File: src/rtl/deser_pkg.sv
// Shared types and constants for the 7:1 OVIDEO receive deserializer.
package deser_pkg;

  localparam int WORD_W = 7;
  localparam int PH_W   = $clog2(WORD_W);

  // 4:3 pixel-clock pattern, bit 0 first on the wire
  localparam logic [WORD_W-1:0] DEF_TRAIN_PAT = 7'b110_0011;

  typedef enum logic [1:0] {
    HUNT,
    VERIFY,
    LOCKED
  } state_t;

endpackage

File: src/rtl/video_deser7_if.sv
// Serial-in / word-out bundle of the deserializer; slave is the deserializer side.
interface video_deser7_if;
  import deser_pkg::*;

  logic              sdata;
  logic              train;
  logic [WORD_W-1:0] word_dat;
  logic              word_vld;
  logic              locked;
  logic              slip;

  modport master (
    output sdata, train,
    input  word_dat, word_vld, locked, slip
  );

  modport slave (
    input  sdata, train,
    output word_dat, word_vld, locked, slip
  );

endinterface

File: src/rtl/deser7_shift.sv
// Serial shifter and word-phase counter; word/stb are combinational on the ph==6 cycle.
// No backpressure: shifts every cycle, hold only stretches phase 0 by one cycle.
module deser7_shift
  import deser_pkg::*;
(
  input  logic              clk_i,
  input  logic              nrst_i,
  input  logic              sdata,
  input  logic              hold,
  output logic [WORD_W-1:0] word,
  output logic              stb
);

  localparam logic [PH_W-1:0] PH_LAST = PH_W'(WORD_W - 1);

  // Only the six most recent bits are needed; the seventh is the live input.
  logic [WORD_W-1:1] sr;
  logic [PH_W-1:0]   ph;

  assign word = {sdata, sr};
  assign stb  = (ph == PH_LAST);

  always_ff @(posedge clk_i or negedge nrst_i) begin
    if (!nrst_i) begin
      sr <= '0;
      ph <= '0;
    end else begin
      sr <= word[WORD_W-1:1];
      if (!hold) begin
        ph <= stb ? '0 : ph + PH_W'(1);
      end
    end
  end

endmodule

File: src/rtl/video_deser7.sv
// 1:7 deserializer with training-pattern word alignment (HUNT/VERIFY/LOCKED).
// Word, valid, lock and slip are registered on the strobe edge; no backpressure.
module video_deser7
  import deser_pkg::*;
#(
  parameter logic [WORD_W-1:0] TRAIN_PAT = DEF_TRAIN_PAT,
  parameter int                LOCK_CNT  = 4,
  parameter int                LOSS_CNT  = 4
) (
  input  logic          clk_i,
  input  logic          nrst_i,
  video_deser7_if.slave bus
);

  localparam int LW = $clog2(LOCK_CNT + 1);
  localparam int MW = $clog2(LOSS_CNT + 1);
  localparam logic [LW-1:0] LOCK_LAST = LW'(LOCK_CNT - 1);
  localparam logic [MW-1:0] MISS_LAST = MW'(LOSS_CNT - 1);

  logic [WORD_W-1:0] wrd;
  logic              stb;
  logic              hit;

  state_t            state;
  logic [LW-1:0]     mcnt;
  logic [MW-1:0]     miss;
  logic [WORD_W-1:0] word_q;
  logic              valid_q;
  logic              locked_q;
  logic              slip_q;

  // The registered slip pulse is the phase hold, so the boundary moves one bit later.
  deser7_shift u_shift (
    .clk_i  (clk_i),
    .nrst_i (nrst_i),
    .sdata  (bus.sdata),
    .hold   (slip_q),
    .word   (wrd),
    .stb    (stb)
  );

  assign hit = (wrd == TRAIN_PAT);

  always_ff @(posedge clk_i or negedge nrst_i) begin
    if (!nrst_i) begin
      state    <= HUNT;
      mcnt     <= '0;
      miss     <= '0;
      word_q   <= '0;
      valid_q  <= 1'b0;
      locked_q <= 1'b0;
      slip_q   <= 1'b0;
    end else begin
      valid_q <= stb;
      slip_q  <= 1'b0;
      if (stb) begin
        word_q <= wrd;
        case (state)
          HUNT: begin
            if (hit) begin
              if (LOCK_CNT == 1) begin
                state    <= LOCKED;
                locked_q <= 1'b1;
              end else begin
                state <= VERIFY;
                mcnt  <= LW'(1);
              end
            end else begin
              slip_q <= 1'b1;
            end
          end
          VERIFY: begin
            if (hit) begin
              if (mcnt >= LOCK_LAST) begin
                state    <= LOCKED;
                locked_q <= 1'b1;
                mcnt     <= '0;
              end else begin
                mcnt <= mcnt + LW'(1);
              end
            end else begin
              state  <= HUNT;
              mcnt   <= '0;
              slip_q <= 1'b1;
            end
          end
          LOCKED: begin
            // Misses only count while the far end claims to be training.
            if (bus.train && !hit) begin
              if (miss >= MISS_LAST) begin
                state    <= HUNT;
                locked_q <= 1'b0;
                miss     <= '0;
              end else begin
                miss <= miss + MW'(1);
              end
            end else begin
              miss <= '0;
            end
          end
          default: begin
            state    <= HUNT;
            locked_q <= 1'b0;
          end
        endcase
      end
    end
  end

  assign bus.word_dat = word_q;
  assign bus.word_vld = valid_q;
  assign bus.locked   = locked_q;
  assign bus.slip     = slip_q;

endmodule
File: src/flat_wrapper.sv
// flat-port wrapper written by rule: the top's interface ports become plain ports
module video_deser7_flat import deser_pkg::*;
#(
  parameter logic [WORD_W-1:0] TRAIN_PAT = DEF_TRAIN_PAT,
  parameter int                LOCK_CNT  = 4,
  parameter int                LOSS_CNT  = 4
)
  (clk_i, nrst_i, bus_sdata, bus_train, bus_word_dat, bus_word_vld, bus_locked, bus_slip);
  video_deser7_if bus_i ();
  input  logic clk_i;
  input  logic nrst_i;
  input wire logic [$bits(bus_i.sdata)-1:0] bus_sdata;
  input wire logic [$bits(bus_i.train)-1:0] bus_train;
  output wire logic [$bits(bus_i.word_dat)-1:0] bus_word_dat;
  output wire logic [$bits(bus_i.word_vld)-1:0] bus_word_vld;
  output wire logic [$bits(bus_i.locked)-1:0] bus_locked;
  output wire logic [$bits(bus_i.slip)-1:0] bus_slip;
  assign bus_i.sdata = bus_sdata;
  assign bus_i.train = bus_train;
  assign bus_word_dat = bus_i.word_dat;
  assign bus_word_vld = bus_i.word_vld;
  assign bus_locked = bus_i.locked;
  assign bus_slip = bus_i.slip;
  video_deser7 #(.TRAIN_PAT(TRAIN_PAT), .LOCK_CNT(LOCK_CNT), .LOSS_CNT(LOSS_CNT)) u_core (.clk_i(clk_i), .nrst_i(nrst_i), .bus(bus_i));
endmodule
File: config.mk
export PLATFORM = sky130hd
export DESIGN_NAME = video_deser7_flat
export DESIGN_NICKNAME = d
export VERILOG_FILES = /design/src/rtl/deser_pkg.sv /design/src/rtl/video_deser7_if.sv /design/src/rtl/deser7_shift.sv /design/src/rtl/video_deser7.sv /design/src/flat_wrapper.sv
export SDC_FILE = /design/constraint.sdc
export NUM_CORES = 1
export LEC_CHECK = 0
export ABC_AREA = 1
export BUFFER_PORTS_ARGS = -buffer_cell sky130_fd_sc_hd__clkbuf_2
export CAP_MARGIN = 20
export CELL_PAD_IN_SITES_DETAIL_PLACEMENT = 1
export CELL_PAD_IN_SITES_GLOBAL_PLACEMENT = 1
export CORE_MARGIN = 8
export CORE_UTILIZATION = 38
export CTS_CLUSTER_SIZE = 25
export DETAILED_ROUTE_END_ITERATION = 8
export PLACE_DENSITY_LB_ADDON = 0.1
export REMOVE_ABC_BUFFERS = 1
export SYNTH_ARGS = -nofsm -noshare
export SYNTH_HDL_FRONTEND = slang
export SYNTH_SLANG_ARGS = --single-unit
File: constraint.sdc
create_clock -name clk_i -period 1.4 [get_ports clk_i]
set_input_delay 0.07 -clock clk_i [delete_from_list [all_inputs] [get_ports clk_i]]
set_output_delay 0.07 -clock clk_i [all_outputs]
set_load 0.01 [all_outputs]
==> out/metrics.cfg <==
[outcome]
status = finished with violations
violations = negative setup slack

[global_routing]
grt_overflow_total = 0
grt_first_pass_wirelength_um = 4950
grt_use_total_pct = 11.9
grt_pass1_vias = 1087
grtUsageMet1_pct = 13.2
met2_usage_pct = 20.9
antenna_found_initial = 0
top_usage_layer = met2
grt.met3_usage_pct = 4.53
grt_start_max_net_pins = 28

[placement]
pre_cts_ws_ps = -49.0
dpl_cell_area_um2 = 1390
place_inst = 200
hpwl_um = 2070
gp_congestion = 0.793
io_buffers = 13

[detailed_routing]
vias = 1017
drtIter0Drc = 24
drc = 0
first_pass_iters = 4
wl_per_cell_um = 13.6
finalWirelength_um = 2840
antenna_left = 0
viasPerCell = 4.87

[yosys]
synthXorXnorAreaFrac_pct = 0
syn_area_um2 = 1240
synth_compound_area_share_pct = 7.98
synth_top_area_cell = dfrtp_1
synthSimpleGateAreaFrac_pct = 27.1
yosysTopAreaCellShare_pct = 54.5
synth_cells = 139
synth_mux_area_share_pct = 0
synthTopCellsByArea = dfrtp_1, nand2_1, o21ai_0, inv_1, ha_1
synthArstFlopShare_pct = 100
synth_adder_area_share_pct = 4.04
yosys.cell_types.count = 23
yosysWarnings = 0
ys_seq_elements = 27
dominantRegCellSynth = dfrtp_1
yosysSeqAreaShare_pct = 54.5
synth-edff-count = 0
synth_top_family_by_area = simple AND/OR/NAND/NOR gates
syn-mean-instance-area_um2 = 8.91

[sta]
setup_slack_ps = -16.7
rsz0062_at_grt = yes
max_freq_ghz = 0.706
maxSlewHeadroom_pct = 55.4
hold_viol_final = 0
setup_viol = 2
fin_skew_ps = 4.11
tightest_slew_ps = 669
slew_viol_final = 0
post-route-min-period_ps = 1420
period_share_pct = 101

[cts]
cts-root-buf = clkbuf_4
clk_latency_ps = 330
htree_levels = 1
cts_buffers = 3
cts.sinks = 27
cts_buffer_depth = 2
cts_tree = yes
path_clk_slew_ps = 150

[worst_hold_path]
hold_path.class = primary input to register

[final_layout]
nets = 174
final_common_cell = nand2_1
drive_above_1_share_pct = 34.5
design_area_um2 = 1560
instances_no_fill = 209
area_growth_pct = 26.0
final_cell_mix = nand2_1, dfrtp_1, inv_1
n_antenna_cell = 0

[setup_path]
path_class = register to register
crit_path_end_kind = register
crit_required_ps = 1640
ff2ff_setup_slack_ps = -20
start_kind = register
critPathArrivalTime_ps = 1650
cp_max_fo = 4

[die]
initial_utilization_pct = 40.2
die-area_um2 = 5340
ios = 14
die_x_um = 73.1
rows = 20
die_h_um = 73.1
core-area_um2 = 3080

[power_and_ir_drop]
p_sw_share_pct = 37.3
net-switching-power_uw = 817
ir_drop_uv = 686
p_seq_share_pct = 50.1
pwr_density_cell_nw_per_um2 = 1410
clockPowerShare_pct = 16.0
intPower_mw = 1.38
combPwrFrac_pct = 34.0
p_leak_nw = 0.784

[flow_run]
cap_violations = 0

==> cell families after synthesis <==
family                   after synthesis
AO/OA/AOI/OAI                         19
adder cells (fa/ha/maj)                4
buffers and inverters                 21
flip-flops                            27
AND/OR/NAND/NOR                       68
==> final cells by class <==
| class | instances | area [µm²] |
|---|---|---|
| tap | 44 | 55.1 |
| sequential | 27 | 676 |
| timing repair buffer | 23 | 145 |
| multi-input combinational | 91 | 579 |
| clock buffer | 3 | 22.5 |
| inverter | 20 | 75.1 |
| clock inverter | 1 | 7.51 |
| fill | 381 | 1520 |
==> registers in the layout (all words and copies together) (netlist names) <==
register and cells:
u_core.bus.locked 1, u_core.bus.slip 1, u_core.bus.word_dat 7, u_core.bus.word_vld 1, u_core.mcnt 3, u_core.miss 3, u_core.state 2, u_core.u_shift.ph 3
u_core.u_shift.sr 6
==> per-stage QoR <==
step / hold WS, ps / TNS (ps) / util, % / power (mW)
after global routing: 13.0 / -582 / 50.7 / 2.40
after global placement: 138 / -10.0 / 45.2 / 1.79
final: 25.7 / -24.9 / 50.7 / 2.19
after CTS: 26.3 / -8.17 / 47.8 / 2.19
after detailed placement: 151 / -132 / 45.2 / 1.83
after floorplan: -226 / 0 / - / 1.52
==> worst paths after layout <==
kind	from	endpoint	cells past startpoint
worst min register to register	u_core.u_shift.sr[5]$_DFF_PN0_	u_core.u_shift.sr[4]$_DFF_PN0_	0
worst max-delay path	u_core.mcnt[1]$_DFFE_PN0P_	u_core.state[0]$_DFFE_PN0P_	8
worst max register to register	u_core.mcnt[1]$_DFFE_PN0P_	u_core.state[0]$_DFFE_PN0P_	8
worst min-delay path	bus_train	u_core.miss[1]$_DFFE_PN0P_	3
max in group asynchronous	nrst_i	u_core.u_shift.ph[2]$_DFFE_PN0N_	2
min in group asynchronous	nrst_i	u_core.bus.word_dat[5]$_DFFE_PN0P_	2
==> metal layers <==
| metal | up-vias | share of wire [%] |
|---|---|---|
| met5 | - | 0 |
| li1 | 493 | - |
| met3 | 2 | 5.1 |
| met4 | 0 | 0.67 |
| met1 | 508 | 44 |
| met2 | 14 | 50 |
==> power by group through the flow <==
stage	Sequential, mW	Combinational (mW)	Clock (mW)
after global placement	1.10	0.684	0
after CTS	1.10	0.719	0.372
final	1.10	0.745	0.350
after floorplan	1.16	0.361	0
after global routing	1.13	0.869	0.401
after detailed placement	1.12	0.710	0
==> worst max-delay path, cell delays in order, from the launching register on <==
cell     delay (ps)
dfrtp_1         420
ha_2            200
ha_4            160
nor2_4           80
nand3_2         110
nor2_4          180
nor2_4           50
nand4_1          60
nand2_1          60
==> Yosys cell counts (2+ instances only) <==
| library cell | n |
|---|---|
| nand2_1 | 37 |
| dfrtp_1 | 27 |
| inv_1 | 15 |
| o21ai_0 | 12 |
| nor2_1 | 10 |
| inv_2 | 5 |
| nand3_1 | 5 |
| ha_1 | 4 |
| nand4_1 | 3 |
| nor2_2 | 3 |
| o21ai_1 | 3 |
| a21oi_1 | 2 |
| nand2_2 | 2 |
| or2_2 | 2 |
==> timing repair <==
| action | 4_1_cts | 5_1_grt |
|---|---|---|
| resized for setup | 7 | 18 |
| endpoints found under the hold margin | 29 | 0 |
| hold buffers | 2 | 0 |
| pin swaps | 5 | 15 |
| buffers inserted | 1 | 2 |
| endpoints found under the setup margin | 6 | 8 |
No activity file was read; power rests on OpenSTA's default activity.
